## config.mk

```make
export PLATFORM = sky130hd
export DESIGN_NAME = pc_call_stack
export DESIGN_NICKNAME = d
export VERILOG_FILES = /design/src/rtl/pc_call_stack.sv
export SDC_FILE = /design/constraint.sdc
export NUM_CORES = 1
export LEC_CHECK = 0
export ABC_AREA = 1
export CAP_MARGIN = 20
export CORE_AREA = 2 2 77 79
export CTS_CLUSTER_SIZE = 12
export DETAILED_ROUTE_END_ITERATION = 16
export DIE_AREA = 0 0 79 81
export GPL_ROUTABILITY_DRIVEN = 0
export PLACE_DENSITY_LB_ADDON = 0.3
export SYNTH_ARGS = -nofsm -noshare
export SYNTH_HDL_FRONTEND = slang
export SYNTH_SLANG_ARGS = --single-unit
```

## constraint.sdc

```tcl
create_clock -name clk -period 3 [get_ports clk]
set_clock_uncertainty 0.1 [all_clocks]
set_input_delay 0.9 -clock clk [delete_from_list [all_inputs] [get_ports clk]]
set_output_delay 0.9 -clock clk [all_outputs]
set_load 0.01 [all_outputs]
```

## src/rtl/pc_call_stack.sv

```systemverilog
// Program counter with increment, jump, CALL/RET via an internal return-address stack,
// and a registered bus drive of the pre-update PC.
module pc_call_stack #(
    parameter int ADDR_W      = 4,
    parameter int STACK_DEPTH = 4,
    parameter int RESET_ADDR  = 0
) (
    input  logic                             clk,
    input  logic                             reset,
    input  logic                             ce,
    input  logic                             jmp,
    input  logic                             call,
    input  logic                             ret,
    input  logic                             co,
    input  logic [ADDR_W-1:0]                bus_in,
    output logic [ADDR_W-1:0]                pc,
    output logic [ADDR_W-1:0]                bus_out,
    output logic                             bus_oe,
    output logic [$clog2(STACK_DEPTH+1)-1:0] sp,
    output logic                             stack_full,
    output logic                             stack_empty,
    output logic                             ovf_err,
    output logic                             unf_err
);
    localparam int SP_W  = $clog2(STACK_DEPTH+1);
    localparam int IDX_W = (STACK_DEPTH > 1) ? $clog2(STACK_DEPTH) : 1;

    logic [ADDR_W-1:0] pc_reg, pc_next;
    logic [ADDR_W-1:0] bus_out_reg, bus_out_next;
    logic              bus_oe_reg, bus_oe_next;
    logic [SP_W-1:0]   sp_reg, sp_next;
    logic              ovf_reg, ovf_next;
    logic              unf_reg, unf_next;
    logic              push;
    logic              full, empty;
    logic [IDX_W-1:0]  wr_idx, rd_idx;
    logic [ADDR_W-1:0] top_addr;
    logic [STACK_DEPTH-1:0] entry_we;
    logic [ADDR_W-1:0] stack_mem [STACK_DEPTH];

    assign full   = (sp_reg == SP_W'(STACK_DEPTH));
    assign empty  = (sp_reg == '0);
    assign wr_idx = IDX_W'(sp_reg);
    assign rd_idx = IDX_W'(sp_reg - SP_W'(1));
    // Only consumed when the stack is non-empty, so rd_idx is always in range then.
    assign top_addr = stack_mem[rd_idx];

    genvar gi;
    generate
        for (gi = 0; gi < STACK_DEPTH; gi++) begin : g_we
            assign entry_we[gi] = push && (wr_idx == IDX_W'(gi));
        end
    endgenerate

    // Return-address storage is deliberately not reset; sp alone defines validity.
    always_ff @(posedge clk) begin
        for (int i = 0; i < STACK_DEPTH; i++) begin
            if (entry_we[i]) stack_mem[i] <= pc_reg;
        end
    end

    always_comb begin
        pc_next      = pc_reg;
        sp_next      = sp_reg;
        ovf_next     = ovf_reg;
        unf_next     = unf_reg;
        push         = 1'b0;
        bus_out_next = co ? pc_reg : '0;
        bus_oe_next  = co;
        if (ret) begin
            if (!empty) begin
                pc_next = top_addr;
                sp_next = sp_reg - SP_W'(1);
            end else begin
                unf_next = 1'b1;
            end
        end else if (call) begin
            if (!full) begin
                push    = !reset;
                pc_next = bus_in;
                sp_next = sp_reg + SP_W'(1);
            end else begin
                ovf_next = 1'b1;
            end
        end else if (jmp) begin
            pc_next = bus_in;
        end else if (ce) begin
            pc_next = pc_reg + ADDR_W'(1);
        end
    end

    always_ff @(posedge clk) begin
        if (reset) begin
            pc_reg      <= ADDR_W'(RESET_ADDR);
            sp_reg      <= '0;
            bus_out_reg <= '0;
            bus_oe_reg  <= 1'b0;
            ovf_reg     <= 1'b0;
            unf_reg     <= 1'b0;
        end else begin
            pc_reg      <= pc_next;
            sp_reg      <= sp_next;
            bus_out_reg <= bus_out_next;
            bus_oe_reg  <= bus_oe_next;
            ovf_reg     <= ovf_next;
            unf_reg     <= unf_next;
        end
    end

    assign pc          = pc_reg;
    assign bus_out     = bus_out_reg;
    assign bus_oe      = bus_oe_reg;
    assign sp          = sp_reg;
    assign stack_full  = full;
    assign stack_empty = empty;
    assign ovf_err     = ovf_reg;
    assign unf_err     = unf_reg;
endmodule

```

==> Yosys cells after proc, flatten, opt, wreduce, memory -nomap -nowiden <==
Memories as Yosys holds them, arrays and structs flattened.
Index checks and enable logic that the tools add are counted.
{ "word_totals": {"register_bits": 14, "latchBits": 0, "ramBits": 16, "rom_bits": 0, "in_bits": 11, "out_inout_bits": 16, "word_cells": 66, "mem_count": 1} }
{ "op_classes": {"n_addsub": 3, "multipliers": 0, "div": 0, "order_cmp": 0, "n_eq_ne": 7, "n_shift": 0, "mux": 30, "bitwise_logic": 2, "n_reduce_logical": 17} }
{ "mem_list": {"columns": ["name", "words", "width", "read_ports", "rd_ports_with_merged_regs", "write_ports", "line", "rtl"], "rows": [
  ["stack_mem", 4, 4, 1, 0, 1, "39", "logic [ADDR_W-1:0] stack_mem [STACK_DEPTH];"]
]} }
{ "op_table": {"columns": ["op", "count"], "rows": [
  ["$mux W4", 9],
  ["$mux W1", 14],
  ["$mux W3", 4],
  ["$reduce_or A4 Y1", 3],
  ["$reduce_and A3 Y1", 3],
  ["$mux W2", 3],
  ["$add A4 B1 Y4 const B", 1],
  ["$eq A2 B2 Y1 const B", 2],
  ["$logic_and A1 B1 Y1", 4],
  ["$ne A2 B2 Y1 const B", 2],
  ["$reduce_bool A4 Y1", 1],
  ["$add A3 B1 Y3 const B", 1],
  ["$eq A3 B3 Y1 const B", 1],
  ["$logic_not A3 Y1", 1],
  ["$ne A3 B3 Y1 const B", 1],
  ["$sub A3 B1 Y3 const B", 1],
  ["$eq A2 B1 Y1 const B", 1],
  ["$logic_not A2 Y1", 1],
  ["$not A1 Y1", 2],
  ["$reduce_and A2 Y1", 1],
  ["$reduce_bool A2 Y1", 1],
  ["$reduce_or A2 Y1", 1],
  ["$logic_not A1 Y1", 1]
]} }

==> Logic depth before layout (Yosys ltp) <==
Gate-level depths: netlist (run 1).
{ "depth": {"word_depth": 11, "depth_mapped": 10, "ltp_nobuf": 10} }

==> Worst setup path before layout (run 1) <==
OpenSTA, ideal clock, no wires.
{ "synth_timing": {"path_kind": "flip-flop to output port", "from": "register sp_reg[0] (netlist: sp[0])", "to": "output stack_full", "arrival_time_ps": 1134, "required_ps": 2000, "slack_ps": 866, "stages_incl_launch_ff": 5, "path_buffers": 0, "cell_sequence": "dfxtp_1 clkinv_1 ha_1 nand2_1 inv_2"} }
{ "synth_between": {"elab_chain_len": 1} }
{ "synth_lines": {"columns": ["element", "line", "rtl"], "rows": [
  ["start: declaration", "31", "logic [SP_W-1:0] sp_reg, sp_next;"],
  ["start signal: assignment", "102", "sp_reg <= sp_next;"],
  ["$eq A3 B3 Y1", "41", "assign full = (sp_reg == SP_W'(STACK_DEPTH));"],
  ["end: declaration", "20", "output logic stack_full,"]
]} }
No other way between the ends.

==> Final worst setup path (run 1) <==
{ "layout_timing": {"from": "register sp_reg[1] (netlist: sp[1])", "to": "output stack_full"} }
Same word-level chain as after synthesis.

==> impl_metrics.json, run 1 <==
{
  "fillers": 625,
  "utilization": 0.335,
  "hpwl_mm": 2.40,
  "antenna_cells": 0,
  "wl_per_cell_um": 11.4,
  "ios": 27,
  "drtAntennaViolNets": 0,
  "min_period_ns": 2.70,
  "route.detailed.drc": 0,
  "largest_reg_flops": 16,
  "dieArea_um2": 6400,
  "cts_tree": "yes",
  "dieWidth_um": 79,
  "critPathLaunchType": "flop",
  "fmax_ghz": 0.371,
  "hold_viol": 0,
  "maxSlewViolCount": 0,
  "tns_ns": 0,
  "area_growth_pct": 34.2,
  "multiInputGateArea_um2": 509,
  "cts_num_sinks": 30,
  "postCtsHoldBufs": 0,
  "cts_root_buf": "clkbuf_8",
  "die_h_um": 81,
  "cts_buffers": 5,
  "cts_resized": 0,
  "vias_per_cell": 4.05,
  "overflow": 0,
  "worst_pin_slew_ns": 0.313,
  "ys_seq_area_frac": 0.537,
  "netlist_area_um2": 1420,
  "path_clk_slew_ns": 0.07,
  "rows": 28,
  "antenna_found_initial": 0,
  "syn-num-nets": 183,
  "clk_latency_ns": 0.28,
  "grt_first_pass_wirelength_mm": 5.02,
  "grt_pass1_vias": 1064,
  "io_buffers": 26,
  "power_leakage_uw": 0.000811,
  "post_cts_buffers": 0,
  "final_nets": 221,
  "clockBufferDepth": 2,
  "syn_area_per_cell_um2": 8.53,
  "drtPass1Iterations": 4,
  "hp-class": "flop to flop",
  "drv_cap": 0,
  "synth.distinct_cells": 23,
  "ir_drop_mv": 0.245,
  "p_per_area_nw_per_um2": 645,
  "grt_start_max_net_pins": 14,
  "rsz0062_at_grt": "false",
  "seqCellArea_um2": 761,
  "core_um2": 5680,
  "routed_wl_mm": 3.20,
  "r2r-start": "sp[1]$_SDFFE_PP0P_",
  "crit_path_start": "sp[1]$_SDFFE_PP0P_",
  "setup_viol": 0,
  "finalCritPeriodShare": 0.900,
  "hold_path_startpoint": "unf_err$_SDFFE_PP0N_",
  "path_max_fanout": 5,
  "crit_required_ns": 2.00,
  "grt_usage": 0.106,
  "crit_path_end_kind": "output port",
  "criticalPathCategory": "flop to output port",
  "synth-warning-count": 0,
  "timing.hold.ws_ns": 0.350,
  "synth_seq_cells": 30,
  "status": "completed",
  "drtIter0Drc": 40,
  "num_vias": 1134,
  "syn_inst": 166,
  "slew_headroom": 0.791,
  "htree_levels": 2,
  "drive_gt1_frac": 0.112,
  "start_util": 0.250,
  "cp.arrival_ns": 1.70
}
-- worst paths after layout --
kind                                                   to  slack [ns]  cells past startpoint
worst min-delay path                 unf_err$_SDFFE_PP0N_        0.35                      2
worst min register to register       unf_err$_SDFFE_PP0N_        0.35                      2
worst max-delay path                           stack_full        0.30                      5
worst max register to register  stack_mem[3][3]$_DFFE_PP_        1.15                      5
-- Yosys cell counts, drive strengths merged --
cell type  instances  area, um^2
a21oi              9        45.0
buf                2        16.3
clkbuf             1        3.75
clkinv             1        3.75
dfxtp             14         280
edfxtp            16         480
ha                 6        75.1
inv               32         123
nand2             36         138
nand3             18        90.1
nand4              2        12.5
nor2              19        86.3
o21ai              7        38.8
or2                1        6.26
xnor2              1        8.76
xor2               1        8.76
-- kinds of logic (layout without fill, tap and decap cells) --
group | count (synthesis) | count (layout) | synth area share
AOI/OAI and AO/OA | 16 | 16 | 0.0592
and+or+nand+nor | 76 | 76 | 0.235
buffers and inverters | 36 | 75 | 0.103
xor gates and xnor gates | 2 | 2 | 0.0124
DFF | 30 | 30 | 0.537
adders and majority gates | 6 | 6 | 0.0530
-- layout make-up --
| cell class | instances | area share |
|---|---|---|
| multi-input cells | 100 | 0.268 |
| repair buffers | 34 | 0.169 |
| inverters | 33 | 0.0665 |
| flip-flops and latches | 30 | 0.400 |
| well taps | 75 | 0.0494 |
| clock buffers | 8 | 0.0474 |
-- critical path, cell delays in order (launching register included) --
cell	delay [ns]
dfxtp_1	0.36
inv_1	0.12
ha_1	0.23
nand2_1	0.12
inv_2	0.07
clkdlybuf4s50_1	0.53
-- where the power goes --
group          leakage (uW)  switching, uW  total, uW  internal (uW)
sequential         0.000262           19.4        498            478
combinational      0.000503            219        390            171
clock             0.0000455            152        338            187
-- layer usage --
layer  global-route usage  up-vias  wire length, um
li1                     -      595                -
met1                0.132      513             1510
met2                0.171       20             1530
met3               0.0311        6              103
met4               0.0466        0               55
met5                    0        -                0
-- cell usage in the layout, fill, tap and decap left out --
master and n:
a21oi_1 9, buf_4 8, clkbuf_1 2, clkbuf_8 6, clkdlybuf4s50_1 26, clkinv_1 1
dfxtp_1 14, edfxtp_1 16, ha_1 6, inv_1 27, inv_2 4, inv_4 1
nand2_1 35, nand2_2 1, nand3_1 18, nand4_1 2, nor2_1 17, nor2_4 2
o21ai_0 4, o21ai_1 2, o21ai_2 1, or2_1 1, xnor2_1 1, xor2_1 1
-- stage by stage --
step | worst slack (ns) | power, uW | area (um^2) | std cells
global route | 0.213 | 1300 | 1900 | 280
finish | 0.301 | 1230 | 1900 | 280
floorplan | 0.866 | 724 | 1420 | 166
global placement | 0.502 | 902 | 1810 | 272
CTS | 0.297 | 1240 | 1900 | 280
detailed placement | 0.486 | 902 | 1810 | 272
(Power assumes the default switching activity.)
==> run 2: changes to the inputs <==
--- a/config.mk
+++ b/config.mk
@@ -7,12 +7,14 @@
 export LEC_CHECK = 0
 export ABC_AREA = 1
 export CAP_MARGIN = 20
+export CELL_PAD_IN_SITES_DETAIL_PLACEMENT = 1
+export CELL_PAD_IN_SITES_GLOBAL_PLACEMENT = 1
 export CORE_AREA = 2 2 77 79
 export CTS_CLUSTER_SIZE = 12
 export DETAILED_ROUTE_END_ITERATION = 16
 export DIE_AREA = 0 0 79 81
 export GPL_ROUTABILITY_DRIVEN = 0
-export PLACE_DENSITY_LB_ADDON = 0.3
+export PLACE_DENSITY = 0.68
 export SYNTH_ARGS = -nofsm -noshare
 export SYNTH_HDL_FRONTEND = slang
 export SYNTH_SLANG_ARGS = --single-unit
==> run 2 against run 1 <==
Effect of this change: sequential power increased by 2%; sequential share of layout area increased by 0.67 points; non-clock buffer count decreased by 3; register-to-register slack got worse by 0.10 ns; combinational power decreased by 4%; fmax decreased by 1.8%; setup slack got worse by 0.051 ns; power decreased by 3.1%; cell area decreased by 1.6%; critical endpoint unchanged.
==> impl_metrics.json, run 2 (synthesis gave the netlist of run 1 again) <==
{
  "cts_resized": 0,
  "drtIter0Drc": 34,
  "antenna_cells": 0,
  "rr_endpoint": "stack_mem[2][1]$_DFFE_PP_",
  "crit_chain": "inv_1 > ha_1 > nand2_1 > inv_2 > clkdlybuf4s50_1",
  "ios": 27,
  "clk_latency_ns": 0.28,
  "fmax_ghz": 0.364,
  "hold_depth": 2,
  "grt_pass1_vias": 1204,
  "antenna_found_initial": 0,
  "cts_tree": "yes",
  "slew_headroom": 0.733,
  "drtAntennaViolNets": 0,
  "status": "completed",
  "grt_first_pass_wirelength_mm": 5.72,
  "p_per_area_nw_per_um2": 635,
  "final_nets": 218,
  "hp-class": "flop to flop",
  "worst_pin_slew_ns": 0.400,
  "routed_wl_mm": 3.45,
  "io_buffers": 26,
  "cp.arrival_ns": 1.75,
  "r2r_slack_ns": 1.05,
  "crit_path_top_delay_cell": "clkdlybuf4s50_1",
  "tns_ns": 0,
  "rows": 28,
  "path_max_fanout": 5,
  "min_period_ns": 2.75,
  "use_met2": 0.211,
  "use_met1": 0.137,
  "postCtsHoldBufs": 0,
  "clockBufferDepth": 2,
  "overflow": 0,
  "drtPass1Iterations": 4,
  "htree_levels": 2,
  "crit_family": "buffers and inverters",
  "setup_viol": 0,
  "die_h_um": 81,
  "crit_required_ns": 2.00,
  "dieWidth_um": 79,
  "path_clk_slew_ns": 0.06,
  "mostFrequentLayoutCell": "nand2_1",
  "power_leakage_uw": 0.000793,
  "grt_usage": 0.120,
  "vias_per_cell": 4.25,
  "dieArea_um2": 6400,
  "area_growth_pct": 32.0,
  "crit_path_end_kind": "output port",
  "route.detailed.drc": 0,
  "grt_util_met3": 0.0300,
  "hold_viol": 0,
  "drive_gt1_frac": 0.0990,
  "reg2reg_depth": 5,
  "cts_root_buf": "clkbuf_8",
  "num_vias": 1177,
  "post_cts_buffers": 0,
  "rsz0062_at_grt": "false",
  "layout_common_cells": "35 x nand2_1, 27 x inv_1, 26 x clkdlybuf4s50_1",
  "wl_per_cell_um": 12.5,
  "drv_cap": 0,
  "maxSlewViolCount": 0,
  "crit_buf_inv": 3,
  "critPathLaunchType": "flop",
  "finalCritPeriodShare": 0.917,
  "largest_reg_flops": 16,
  "ir_drop_mv": 0.262,
  "hpwl_mm": 2.59,
  "criticalPathCategory": "flop to output port",
  "cts_num_sinks": 30,
  "r2r-start": "sp[1]$_SDFFE_PP0P_",
  "hold_path_startpoint": "unf_err$_SDFFE_PP0N_",
  "gr-max-usage-layer": "met2",
  "cpPeakStageDelay_ns": 0.53,
  "hold_end": "unf_err$_SDFFE_PP0N_",
  "core_um2": 5680,
  "utilization": 0.329,
  "grt_start_max_net_pins": 14,
  "start_util": 0.250,
  "cts_buffers": 5
}
==> run 2: worst max path at each step <==
stage | depth (start not counted) | slack, ns | to | from
5_1_grt | 5 | 0.13 | stack_full | sp[1]$_SDFFE_PP0P_
6_report | 5 | 0.25 | stack_full | sp[1]$_SDFFE_PP0P_
4_1_cts | 5 | 0.23 | stack_full | sp[1]$_SDFFE_PP0P_
2_1_floorplan | 4 | 0.87 | stack_full | sp[0]$_SDFFE_PP0P_
3_3_place_gp | 4 | 0.43 | stack_mem[1][0]$_DFFE_PP_ | reset
3_5_place_dp | 4 | 0.32 | stack_mem[2][1]$_DFFE_PP_ | reset
==> run 2: area by class of cell <==
type	count	area (um^2)
clock buffers	6	72.6
clock inverters	2	8.76
fillers	693	3810
inverters	33	126
multi-input cells	100	509
flip-flops and latches	30	761
well taps	75	93.8
repair buffers	31	298
==> run 2: per-stage QoR <==
stage               power [uW]  area [um^2]  instances  hold WS, ns  setup slack [ns]
global route              1260         1870        277        0.394             0.134
floorplan                  724         1420        166        0.368             0.866
global placement           890         1790        269        0.358             0.430
finish                    1190         1870        277        0.355             0.250
CTS                       1200         1870        277        0.363             0.227
detailed placement         896         1790        269        0.350             0.320
==> run 2: per-layer routing <==
metal | share of wire | wire (um)
met3 | 0.037 | 128
met2 | 0.51 | 1750
met5 | 0 | 0
met1 | 0.43 | 1490
met4 | 0.023 | 79
==> run 2: where the power goes <==
group          switching [uW]  total (uW)  leakage (uW)  internal [uW]
clock                     145         304     0.0000426            159
sequential               31.5         510      0.000262            479
combinational             210         374      0.000487            163
total                     387        1190      0.000793            801
==> run 2: tightest hold or removal path: cells and delay by family (launching register included) <==
family,cells,cell delay [ns]
AOI/OAI and AO/OA,1,0.05
buffers and inverters,1,0.05
DFF,1,0.31
==> run 3: changes to the inputs <==
--- a/config.mk
+++ b/config.mk
@@ -14,6 +14,7 @@
 export DETAILED_ROUTE_END_ITERATION = 16
 export DIE_AREA = 0 0 79 81
 export GPL_ROUTABILITY_DRIVEN = 0
+export MAX_ROUTING_LAYER = met4
 export PLACE_DENSITY = 0.68
 export SYNTH_ARGS = -nofsm -noshare
 export SYNTH_HDL_FRONTEND = slang
==> run 3 against run 2 <==
Effect of this change: cell area is the same; sequential power is essentially flat; flip-flop and latch count is the same; clock power is essentially flat; clock-buffer cell count is the same; worst hold slack is the same; non-clock buffer count is the same; highest routed layer unchanged.
==> impl_metrics.json, run 3 (synthesis gave the netlist of run 1 again) <==
{
  "antenna_cells": 0,
  "wl_per_cell_um": 12.4,
  "clockBufferDepth": 2,
  "multiInputGateArea_um2": 509,
  "area_growth_pct": 32.0,
  "p_clk_frac": 0.255,
  "critPathLaunchType": "flop",
  "grt_usage": 0.123,
  "maxSlewViolCount": 0,
  "cts_tree": "yes",
  "drv_cap": 0,
  "tns_ns": 0,
  "drtIter0Drc": 38,
  "seq_power_share": 0.430,
  "hold_viol": 0,
  "layout_common_cells": "35 x nand2_1, 27 x inv_1, 26 x clkdlybuf4s50_1",
  "timing.hold.ws_ns": 0.355,
  "comb_power_share": 0.315,
  "power.switching_uw": 386,
  "dieArea_um2": 6400,
  "drtPass1Iterations": 4,
  "hpwl_mm": 2.59,
  "antenna_found_initial": 0,
  "p_per_area_nw_per_um2": 635,
  "path_clk_slew_ns": 0.06,
  "die_h_um": 81,
  "core_um2": 5680,
  "setup_viol": 0,
  "ios": 27,
  "seqCellArea_um2": 761,
  "criticalPathCategory": "flop to output port",
  "slew_headroom": 0.733,
  "cts_num_sinks": 30,
  "switching_share": 0.325,
  "drtAntennaViolNets": 0,
  "fillers": 693,
  "clk_latency_ns": 0.28,
  "path_max_fanout": 5,
  "route.detailed.drc": 0,
  "p_int_uw": 801,
  "mostFrequentLayoutCell": "nand2_1",
  "drive_gt1_frac": 0.0990,
  "htree_levels": 2,
  "overflow": 0,
  "routed_wl_mm": 3.44,
  "grt_pass1_vias": 1204,
  "rsz0062_at_grt": "false",
  "cts_buffers": 5,
  "start_util": 0.250,
  "power_leakage_uw": 0.000793,
  "postCtsHoldBufs": 0,
  "grt_start_max_net_pins": 14,
  "crit_required_ns": 2.00,
  "hp-class": "flop to flop",
  "final_nets": 218,
  "grt_first_pass_wirelength_mm": 5.72,
  "crit_path_end_kind": "output port",
  "dieWidth_um": 79,
  "cp.arrival_ns": 1.75,
  "num_vias": 1175,
  "status": "completed",
  "finalCritPeriodShare": 0.916,
  "io_buffers": 26,
  "cts_root_buf": "clkbuf_8",
  "largest_reg_flops": 16,
  "fmax_ghz": 0.364,
  "rows": 28,
  "min_period_ns": 2.75,
  "ir_drop_mv": 0.261,
  "cts_resized": 0,
  "worst_pin_slew_ns": 0.400,
  "vias_per_cell": 4.24,
  "post_cts_buffers": 0
}
==> run 3: cell counts in the layout (fill, tap and decap cells not counted) <==
Identical to the previous run, type by type.
==> run 3: final timing paths <==
path                                           start                   endpoint  slack, ns  cells after the start
worst min register to register  unf_err$_SDFFE_PP0N_       unf_err$_SDFFE_PP0N_       0.35                      2
worst max register to register    sp[1]$_SDFFE_PP0P_  stack_mem[2][1]$_DFFE_PP_       1.05                      5
worst max-delay path              sp[1]$_SDFFE_PP0P_                 stack_full       0.25                      5
worst min-delay path            unf_err$_SDFFE_PP0N_       unf_err$_SDFFE_PP0N_       0.35                      2
==> run 3: power by group through the flow <==
stage,Combinational (uW),Clock (uW),Sequential (uW)
floorplan,190,0,534
global placement,372,0,518
detailed placement,377,0,520
CTS,380,313,511
global route,420,327,516
finish,373,303,510
==> run 3: metrics by stage <==
step                      power (uW)  instance area (um^2)   util  instances  setup slack, ns
final                           1190                  1870  0.329        277            0.251
after global routing            1260                  1870  0.329        277            0.134
after CTS                       1200                  1870  0.329        277            0.227
after detailed placement         896                  1790  0.315        269            0.320
after global placement           890                  1790  0.315        269            0.430
after floorplan                  724                  1420      -        166            0.866
==> run 3: final cells by class <==
cell class	instances	area share
clock buffer	6	0.0388
clock inverter	2	0.00469
inverter	33	0.0676
multi-input combinational	100	0.272
sequential	30	0.407
tap	75	0.0502
timing repair buffer	31	0.159
==> run 3: critical path, cell delays in order (launching register included) <==
cell	delay [ns]
dfxtp_1	0.35
inv_1	0.12
ha_1	0.25
nand2_1	0.14
inv_2	0.07
clkdlybuf4s50_1	0.53
==> run 3: layer usage <==
metal  track usage  wire length, um  up-vias
li1              -                -      591
met1         0.137             1490      555
met2         0.211             1740       23
met3        0.0300              126        6
met4        0.0552               85        0
met5             -                0        -
